`config.mk`:
```
export PLATFORM = sky130hd
export DESIGN_NAME = sort_stream_unit
export DESIGN_NICKNAME = d
export VERILOG_FILES = /design/src/rtl/sort_stream_unit.sv
export SDC_FILE = /design/constraint.sdc
export NUM_CORES = 1
export LEC_CHECK = 0
export ABC_AREA = 1
export BUFFER_PORTS_ARGS = -buffer_cell sky130_fd_sc_hd__buf_2
export CAP_MARGIN = 20
export CORE_UTILIZATION = 40
export CTS_CLUSTER_DIAMETER = 50
export CTS_CLUSTER_SIZE = 28
export DETAILED_ROUTE_END_ITERATION = 7
export SLEW_MARGIN = 10
export SYNTH_ARGS = -nofsm -noshare
export SYNTH_HDL_FRONTEND = slang
export SYNTH_SLANG_ARGS = --single-unit
```
`constraint.sdc`:
```
create_clock -name clk -period 1.72 [get_ports clk]
set_input_delay 0.344 -clock clk [delete_from_list [all_inputs] [get_ports clk]]
set_output_delay 0.344 -clock clk [all_outputs]
set_load 0.005 [all_outputs]
```
`src/rtl/sort_stream_unit.sv`:
```
// Streaming odd-even transposition sorter: load N words, run N compare-swap phases, drain in order.
// Build option: define SORT_DESCENDING_EN for non-increasing output order.
module sort_cmp_swap #(
  parameter int W = 4
) (
  input  logic [W-1:0] a,
  input  logic [W-1:0] b,
  output logic [W-1:0] first,
  output logic [W-1:0] second
);
  logic swap;
`ifdef SORT_DESCENDING_EN
  assign swap = a < b;
`else
  assign swap = a > b;
`endif
  assign first  = swap ? b : a;
  assign second = swap ? a : b;
endmodule

module sort_stream_unit #(
  parameter int W = 4,
  parameter int N = 8
) (
  input  logic         clk,
  input  logic         reset,
  input  logic         in_valid,
  input  logic [W-1:0] in_data,
  output logic         in_ready,
  output logic         out_valid,
  output logic [W-1:0] out_data,
  input  logic         out_ready,
  output logic         busy,
  output logic         phase_even,
  output logic         phase_odd
);
  localparam int CW = $clog2(N) + 1;
  localparam int AW = $clog2(N);

  typedef enum logic [1:0] {LOAD, SORT, DRAIN} state_t;

  state_t              state, state_nxt;
  logic [CW-1:0]       wr_ptr, rd_ptr, phase_cnt;
  logic [N-1:0][W-1:0] mem, mem_sorted;
  logic [N-2:0][W-1:0] pair_first, pair_second;
  logic                in_fire, out_fire, last_in, last_out, last_phase;

  // One comparator per adjacent pair; the phase parity picks which half is applied.
  genvar gi;
  generate
    for (gi = 0; gi < N - 1; gi++) begin : g_pair
      sort_cmp_swap #(.W(W)) u_cs (
        .a     (mem[gi]),
        .b     (mem[gi+1]),
        .first (pair_first[gi]),
        .second(pair_second[gi])
      );
    end
  endgenerate

  always_comb begin
    mem_sorted = mem;
    for (int p = 0; p < N - 1; p++) begin
      if ((p % 2) == int'(phase_cnt[0])) begin
        mem_sorted[p]   = pair_first[p];
        mem_sorted[p+1] = pair_second[p];
      end
    end
  end

  assign in_fire    = in_valid && in_ready;
  assign out_fire   = out_valid && out_ready;
  assign last_in    = (wr_ptr == CW'(N - 1));
  assign last_out   = (rd_ptr == CW'(N - 1));
  assign last_phase = (phase_cnt == CW'(N - 1));

  always_ff @(posedge clk or negedge reset) begin
    if (!reset) state <= LOAD;
    else        state <= state_nxt;
  end

  always_comb begin
    state_nxt  = state;
    in_ready   = 1'b0;
    out_valid  = 1'b0;
    out_data   = '0;
    busy       = 1'b0;
    phase_even = 1'b0;
    phase_odd  = 1'b0;
    case (state)
      LOAD: begin
        in_ready = 1'b1;
        if (in_valid && last_in) state_nxt = SORT;
      end
      SORT: begin
        busy       = 1'b1;
        phase_even = ~phase_cnt[0];
        phase_odd  = phase_cnt[0];
        if (last_phase) state_nxt = DRAIN;
      end
      DRAIN: begin
        out_valid = 1'b1;
        out_data  = mem[rd_ptr[AW-1:0]];
        if (out_ready && last_out) state_nxt = LOAD;
      end
      default: state_nxt = LOAD;
    endcase
  end

  always_ff @(posedge clk or negedge reset) begin
    if (!reset) begin
      wr_ptr    <= '0;
      rd_ptr    <= '0;
      phase_cnt <= '0;
      mem       <= '0;
    end else begin
      case (state)
        LOAD: if (in_fire) begin
          mem[wr_ptr[AW-1:0]] <= in_data;
          wr_ptr              <= last_in ? '0 : wr_ptr + CW'(1);
          if (last_in) phase_cnt <= '0;
        end
        SORT: begin
          mem       <= mem_sorted;
          phase_cnt <= last_phase ? '0 : phase_cnt + CW'(1);
          if (last_phase) rd_ptr <= '0;
        end
        DRAIN: if (out_fire) rd_ptr <= last_out ? '0 : rd_ptr + CW'(1);
        default: ;
      endcase
    end
  end
endmodule

```
==> summary.md, run 1 <==
| Metric | Value |
|---|---|
| Status | `finished, violations left` |
| Failing checks | `negative setup slack` |
| Peak VDD IR | `1.19 mV` |
| MaxCap Viol Count | `0` |
| WL final | `11400 um` |
| I/O pin cnt | `17` |
| Syn avg cell area | `6.73 sq um` |
| Number of global-route vias before repair | `3758` |
| DR DRC count | `0` |
| Worst Path Arrival | `1.57 ns` |
| Crit Path Max Fanout | `9` |
| Fmax | `0.521 GHz` |
| Nets | `672` |
| WL met2 | `a little over 5000 um` |
| Port Buffers | `16` |
| Remaining Overflow, GRT | `0` |
| Internal | `4.86 mW` |
| Largest net degree at the start of global routing | `47` |
| CTS Buf Count | `5` |
| Root buffer cell | `clkbuf_8` |
| DR vias | `4007` |
| Core Rows | `35` |
| Largest area contributor in the netlist | `dfrtp_1` |
| XOR/XNOR share of the synthesized area | `0.00698` |
| RSZ-0062 raised after global routing | `true` |
| WS Path Type | `reg2out` |
| Met3 routed WL | `775 um` |
| Power per cell area | `~2100 nW/um^2` |
| HP Class | `in2async` |
| Fillers | `between 900 and 1k` |
| Most frequent cell after synthesis | `nand2_1` |
| Critical Path End Type | `output port` |
| Antenna fix cells | `0` |
| Period utilization | `1.12` |
| Post-Route M1 WL | `about 5300 um` |
| Crit path launch | `state[0]` |
| Rel. slew slack | `0.626` |
| Area after DPL | `roughly 4300 sq um` |
| Initial DRC Count | `181` |
| DR top layer | `met4` |
| Hold Fails Final Rpt | `0` |
| CP peak stage delay | `0.45 ns` |
| Top cells by count, synth | `nand2_1 (202), inv_1 (72), dfrtp_1 (46), nand3_1 (46), a21oi_1 (33)` |
| Setup violations, final | `4` |
| Adder-cell share of the synthesized area | `0.103` |
| Post-synthesis sequential area ratio | `0.306` |
| Top post-synthesis cells by area | `dfrtp_1 (31%), nand2_1 (20%), ha_1 (10%), inv_1 (7.2%), nand3_1 (6.1%)` |
| Clock Sinks | `46` |
| CP max-delay cell | `dfrtp_2` |
| Placed Cells incl. Taps | `approximately 720` |
| Synth async-reset ratio | `1.00` |
| Initial Utilization | `0.409` |
| Share of the synthesized area in the top cell type | `0.306` |
| Startpoint Class | `flop` |
| Logic pwr share | `0.708` |
| Top FF cell, synth | `dfrtp_1` |
| LEAKAGE | `2.38 nW` |
| Tot Pwr | `10.1 mW` |
| Post-synthesis compound-gate area fraction | `0.131` |
| DRT Pass-1 Iters | `5` |
| Max clock buf depth | `2` |
| Worst-path cell chain | `inv_2 -> nand2_1 -> clkinv_2 -> nand2_1 -> a21oi_1 -> buf_2` |
| Post-Synth Simple-Gate Area | `0.358` |
| Skew-Pair Late Insertion Delay | `a little over 0.3 ns` |
| Layout cells sized above 1 | `0.276` |
| #FFs+latches synth | `46` |
| Initial antenna violation count | `0` |
| Layout Cell Area excl Fill | `4860 sq um` |
| H-tree levels | `2` |
| Tightest Pin Transition | `0.561 ns` |
| Post-DP HPWL | `8090 um` |
| Pins Over Slew Limit | `0` |
| Syn nets | `598` |
| Mux share of post-synthesis cell area | `0` |
| Die area | `around 10000 sq um` |
| Worst Path Required | `1.38 ns` |
| Final core occ | `0.528` |
| CTS tree | `yes` |
| Net Sw Frac | `0.519` |
| Clock network power share | `0.084` |
| Post-synth EDFFs | `0` |
| Skew final | `0.00836 ns` |
| Crit path top cell by count | `nand2_1` |
| GRT Overall Usage | `0.241` |
| Vias/cell | `5.39` |
| Cell area after synthesis | `3760 sq um` |
| Final Non-Filler Cells | `744` |
| Core ar. | `9200 sq um` |
| Gpl congestion | `~0.93` |
| DP Worst Slack | `0.0433 ns` |
| P_sw | `5.24 mW` |
| Die Ht | `99.0 um` |
| Yosys cell types | `30` |
| Reg2Reg Launch Point | `state[1]` |
| DIE WIDTH | `99.0 um` |
| Post-synthesis instance total | `between 500 and 600` |
| Tmin final | `1.92 ns` |
| Synth warnings | `0` |
| ANT nets after route | `0` |
| Clock slew at reported path FFs | `0.09 ns` |
| Sequential share of power | `0.207` |
| Final worst setup slack | `-0.198 ns` |
| First-pass GRT wire length | `around 18000 um` |
| Main combinational cell family by area after synthesis | `simple AND/OR/NAND/NOR gates` |
| Synth-to-Final Area Change | `29.0%` |
| Routed WL per cell | `15.4 um` |
[metrics by stage]
stage	hold slack, ns	TNS (ns)
5_1_grt	0.0333	-1.10
3_3_place_gp	0.353	0
4_1_cts	0.0220	-0.748
2_1_floorplan	0.0484	0
3_5_place_dp	0.352	0
6_report	0.00462	-0.699
[registers in the layout, indices dropped and copies added, names as in the netlist]
register   count
rd_ptr         4
mem           32
wr_ptr         4
state          2
phase_cnt      4
[layout by cell type, fill, tap and decap left out, types with 16 or more instances in the layout]
cell and instances:
a21oi_2 17, buf_2 16, buf_4 51, dfrtp_1 35
ha_1 29, inv_1 66, nand2_1 188, nand3_1 43
nand4_1 24, o21ai_0 17
[power by group through the flow]
stage	logic [mW]	clock network (mW)	registers [mW]
floorplan	4.10	0	1.95
global route	8.06	0.896	2.15
global placement	5.82	0	2.05
CTS	6.27	0.870	2.05
detailed placement	5.93	0	2.06
finish	7.16	0.851	2.10
[layer usage]
| layer | global-route usage | vias up |
|---|---|---|
| met5 | 0 | - |
| met4 | 0.0735 | 0 |
| met3 | 0.0404 | 25 |
| met2 | 0.382 | 154 |
| met1 | 0.336 | 1848 |
| li1 | - | 1980 |
[critical path: cells and delay by family, from the launching register on]
kind	cells	cell delay [ns]
flops	1	0.45
buf+inv	3	0.44
simple gates	2	0.23
compound gates	1	0.12
[cells by family (layout without fill, tap and decap cells)]
family | Yosys count | in the layout
DFF | 46 | 46
xor gates and xnor gates | 3 | 3
buffers and inverters | 90 | 164
adders and majority gates | 31 | 31
AOI/OAI and AO/OA | 86 | 86
and+or+nand+nor | 303 | 303
[worst paths after layout]
check / cells past startpoint / slack (ns) / end
worst max-delay path: 6 / -0.20 / out_data[3]
worst min-delay path: 2 / 0.005 / mem[14]
worst max register to register: 11 / 0.04 / mem[12]
worst min register to register: 2 / 0.53 / mem[30]
max in group asynchronous: 2 / 1.46 / rd_ptr[0]
min in group clk: 3 / 0.31 / rd_ptr[1]
[timing repair]
action / CTS / global route
setup endpoints to repair: 7 / 39
gates resized for setup: 36 / 67
hold buffers: 0 / 0
gates cloned: 2 / 1
setup buffers: 9 / 9
pin swaps: 11 / 20
[final cells by class]
cell class / instances / area, sq um / share of cell area
timing repair buffer: 79 / 654 / 0.135
sequential: 46 / 1160 / 0.240
tap: 111 / 139 / 0.0286
multi-input combinational: 423 / 2490 / 0.512
clock buffer: 6 / 82.6 / 0.0170
clock inverter: 1 / 30.0 / 0.00618
inverter: 78 / 298 / 0.0613
Note: power is estimated with default switching activity, not from simulation.
==> inputs of run 2 (changes only) <==
==> constraint.sdc (replaced) <==
create_clock -name clk -period 1.72 [get_ports clk]
set_input_delay 0.258 -clock clk [delete_from_list [all_inputs] [get_ports clk]]
set_output_delay 0.258 -clock clk [all_outputs]
set_load 0.005 [all_outputs]
==> summary.md, run 2 (synthesis results as in run 1) <==
| Metric | Value |
|---|---|
| Initial Utilization | `0.409` |
| LEAKAGE | `2.34 nW` |
| Nets | `670` |
| WS Path Type | `reg2out` |
| Fmax | `between 0.5 and 0.6 GHz` |
| Worst-path cell chain | `buf_6 -> inv_8 -> a21oi_2 -> o21ai_1 -> nand3_1 -> nand2_1 -> a21oi_1 -> buf_2` |
| Clock slew at reported path FFs | `0.09 ns` |
| Die Ht | `99.0 um` |
| FF-to-FF End | `rd_ptr[3]` |
| CTS tree | `yes` |
| Largest net degree at the start of global routing | `31` |
| I/O pin cnt | `17` |
| Flop2flop setup slack | `0.04 ns` |
| Remaining Overflow, GRT | `0` |
| Port Buffers | `16` |
| GRT Overall Usage | `0.234` |
| Die area | `a little under 10000 sq um` |
| ANT nets after route | `0` |
| Pins Over Slew Limit | `0` |
| P_sw | `between 5 and 6 mW` |
| Startpoint Class | `flop` |
| Core ar. | `9200 sq um` |
| Tmin final | `1.82 ns` |
| DRT Pass-1 Iters | `5` |
| Worst Path Required | `1.46 ns` |
| Gpl congestion | `slightly below 1` |
| Layout cells sized above 1 | `0.256` |
| Post-DP HPWL | `8150 um` |
| DR DRC count | `0` |
| Internal | `4.62 mW` |
| Largest register FFs | `32` |
| DIE WIDTH | `99.0 um` |
| Vias/cell | `~5.3` |
| MaxCap Viol Count | `0` |
| Largest Register | `mem` |
| First-pass GRT wire length | `~18000 um` |
| Commonest cells after routing, fill and taps aside | `nand2_1 (193), inv_1 (70), buf_4 (45)` |
| Routed WL per cell | `between 10 and 15 um` |
| Status | `finished, violations left` |
| Critical Path End Type | `output port` |
| Tightest Pin Transition | `0.569 ns` |
| Root buffer cell | `clkbuf_8` |
| Rel. slew slack | `0.620` |
| Tot Pwr | `approximately 10 mW` |
| Kind of cell adding the most delay to the critical path | `flip-flops` |
| H-tree levels | `2` |
| Initial DRC Count | `between 200 and 300` |
| WL final | `between 10000 and 15000 um` |
| Period utilization | `1.06` |
| Skew-Pair Late Insertion Delay | `0.30 ns` |
| Sequential share of power | `0.213` |
| Crit Path Max Fanout | `7` |
| Peak VDD IR | `between 1 and 1.5 mV` |
| Hold Crit Depth | `3` |
| Net Sw Frac | `0.527` |
| Synth-to-Final Area Change | `26.6%` |
| Max clock buf depth | `2` |
| Reg2Reg Launch Point | `phase_cnt[0]` |
| Clock network power share | `0.084` |
| RSZ-0062 raised after global routing | `true` |
| Layout Cell Area excl Fill | `4770 sq um` |
| Clock Sinks | `46` |
| Worst Path Arrival | `1.56 ns` |
| Logic pwr share | `0.703` |
| Number of global-route vias before repair | `3714` |
| DR vias | `3944` |
| Beginning of the worst hold path | `out_ready` |
| CP max-delay cell | `dfrtp_2` |
| Core Rows | `35` |
| Antenna fix cells | `0` |
| CTS Buf Count | `5` |
| Final worst setup slack | `-0.0962 ns` |
| Final core occ | `0.518` |
| CP Buf/Inv Count | `3` |
| HP Class | `in2reg` |
| DP Worst Slack | `-0.0582 ns` |
| Worst R2R Path Depth | `8` |
| Initial antenna violation count | `0` |
| Skew final | `0.00583 ns` |
| Hold EP | `rd_ptr[1]` |
| Setup violations, final | `4` |
| Area after DPL | `4260 sq um` |
| CP peak stage delay | `0.45 ns` |
| WHS | `0.246 ns` |
| Hold Fails Final Rpt | `0` |
| Failing checks | `negative setup slack` |
| Power per cell area | `around 2000 nW/um^2` |
| Most common cell after layout, fill and taps aside | `nand2_1` |
[run 2: power groups by stage]
stage	logic, mW	registers [mW]	clock network, mW
6_report	6.86	2.08	0.816
5_1_grt	7.70	2.16	0.868
4_1_cts	6.10	2.05	0.849
3_5_place_dp	5.90	2.07	0
3_3_place_gp	5.77	2.06	0
2_1_floorplan	4.10	1.95	0
[run 2: cell type report]
cell class	instances	area [sq um]
inverters	78	305
multi-input cells	425	2450
repair buffers	75	596
well taps	111	139
fillers	945	4430
clock inverters	1	30.0
flip-flops and latches	46	1170
clock buffers	7	76.3
[run 2: stage by stage]
stage | setup TNS, ns | std cells
finish | -0.338 | 743
global route | -0.788 | 743
CTS | -0.244 | 733
detailed placement | -0.256 | 717
global placement | -0.000201 | 717
floorplan | 0 | 559
[run 2: how the worst max path moves through the flow]
stage / start / to / slack [ns] / cells past startpoint
2_1_floorplan: mem[19] / mem[16] / 0.18 / 11
3_3_place_gp: mem[9] / mem[8] / -0.0002 / 11
3_5_place_dp: mem[9] / mem[11] / -0.06 / 11
4_1_cts: rd_ptr[0] / out_data[2] / -0.08 / 7
5_1_grt: rd_ptr[0] / out_data[0] / -0.18 / 7
6_report: rd_ptr[0] / out_data[1] / -0.1 / 8
[run 2: metal layers]
layer / vias up / global-route usage / wire length [um]
met5: - / 0 / 0
met4: 0 / 0.0873 / 240
met3: 21 / 0.0255 / 453
met2: 113 / 0.380 / 5150
met1: 1823 / 0.320 / 5210
li1: 1987 / - / -
[run 2: worst min-delay path: stages]
cell,delay (ns)
buf_2,0.11
nand3_1,0.09
o21ai_1,0.06
[run 2: timing repair]
action                                  4_1_cts  5_1_grt
setup buffers                                 7        8
gates resized for setup                      24       70
pin swaps                                     5       24
hold endpoints to repair                     16        0
gates cloned                                  0        2
endpoints found under the setup margin       17       41
hold buffers                                  1        0
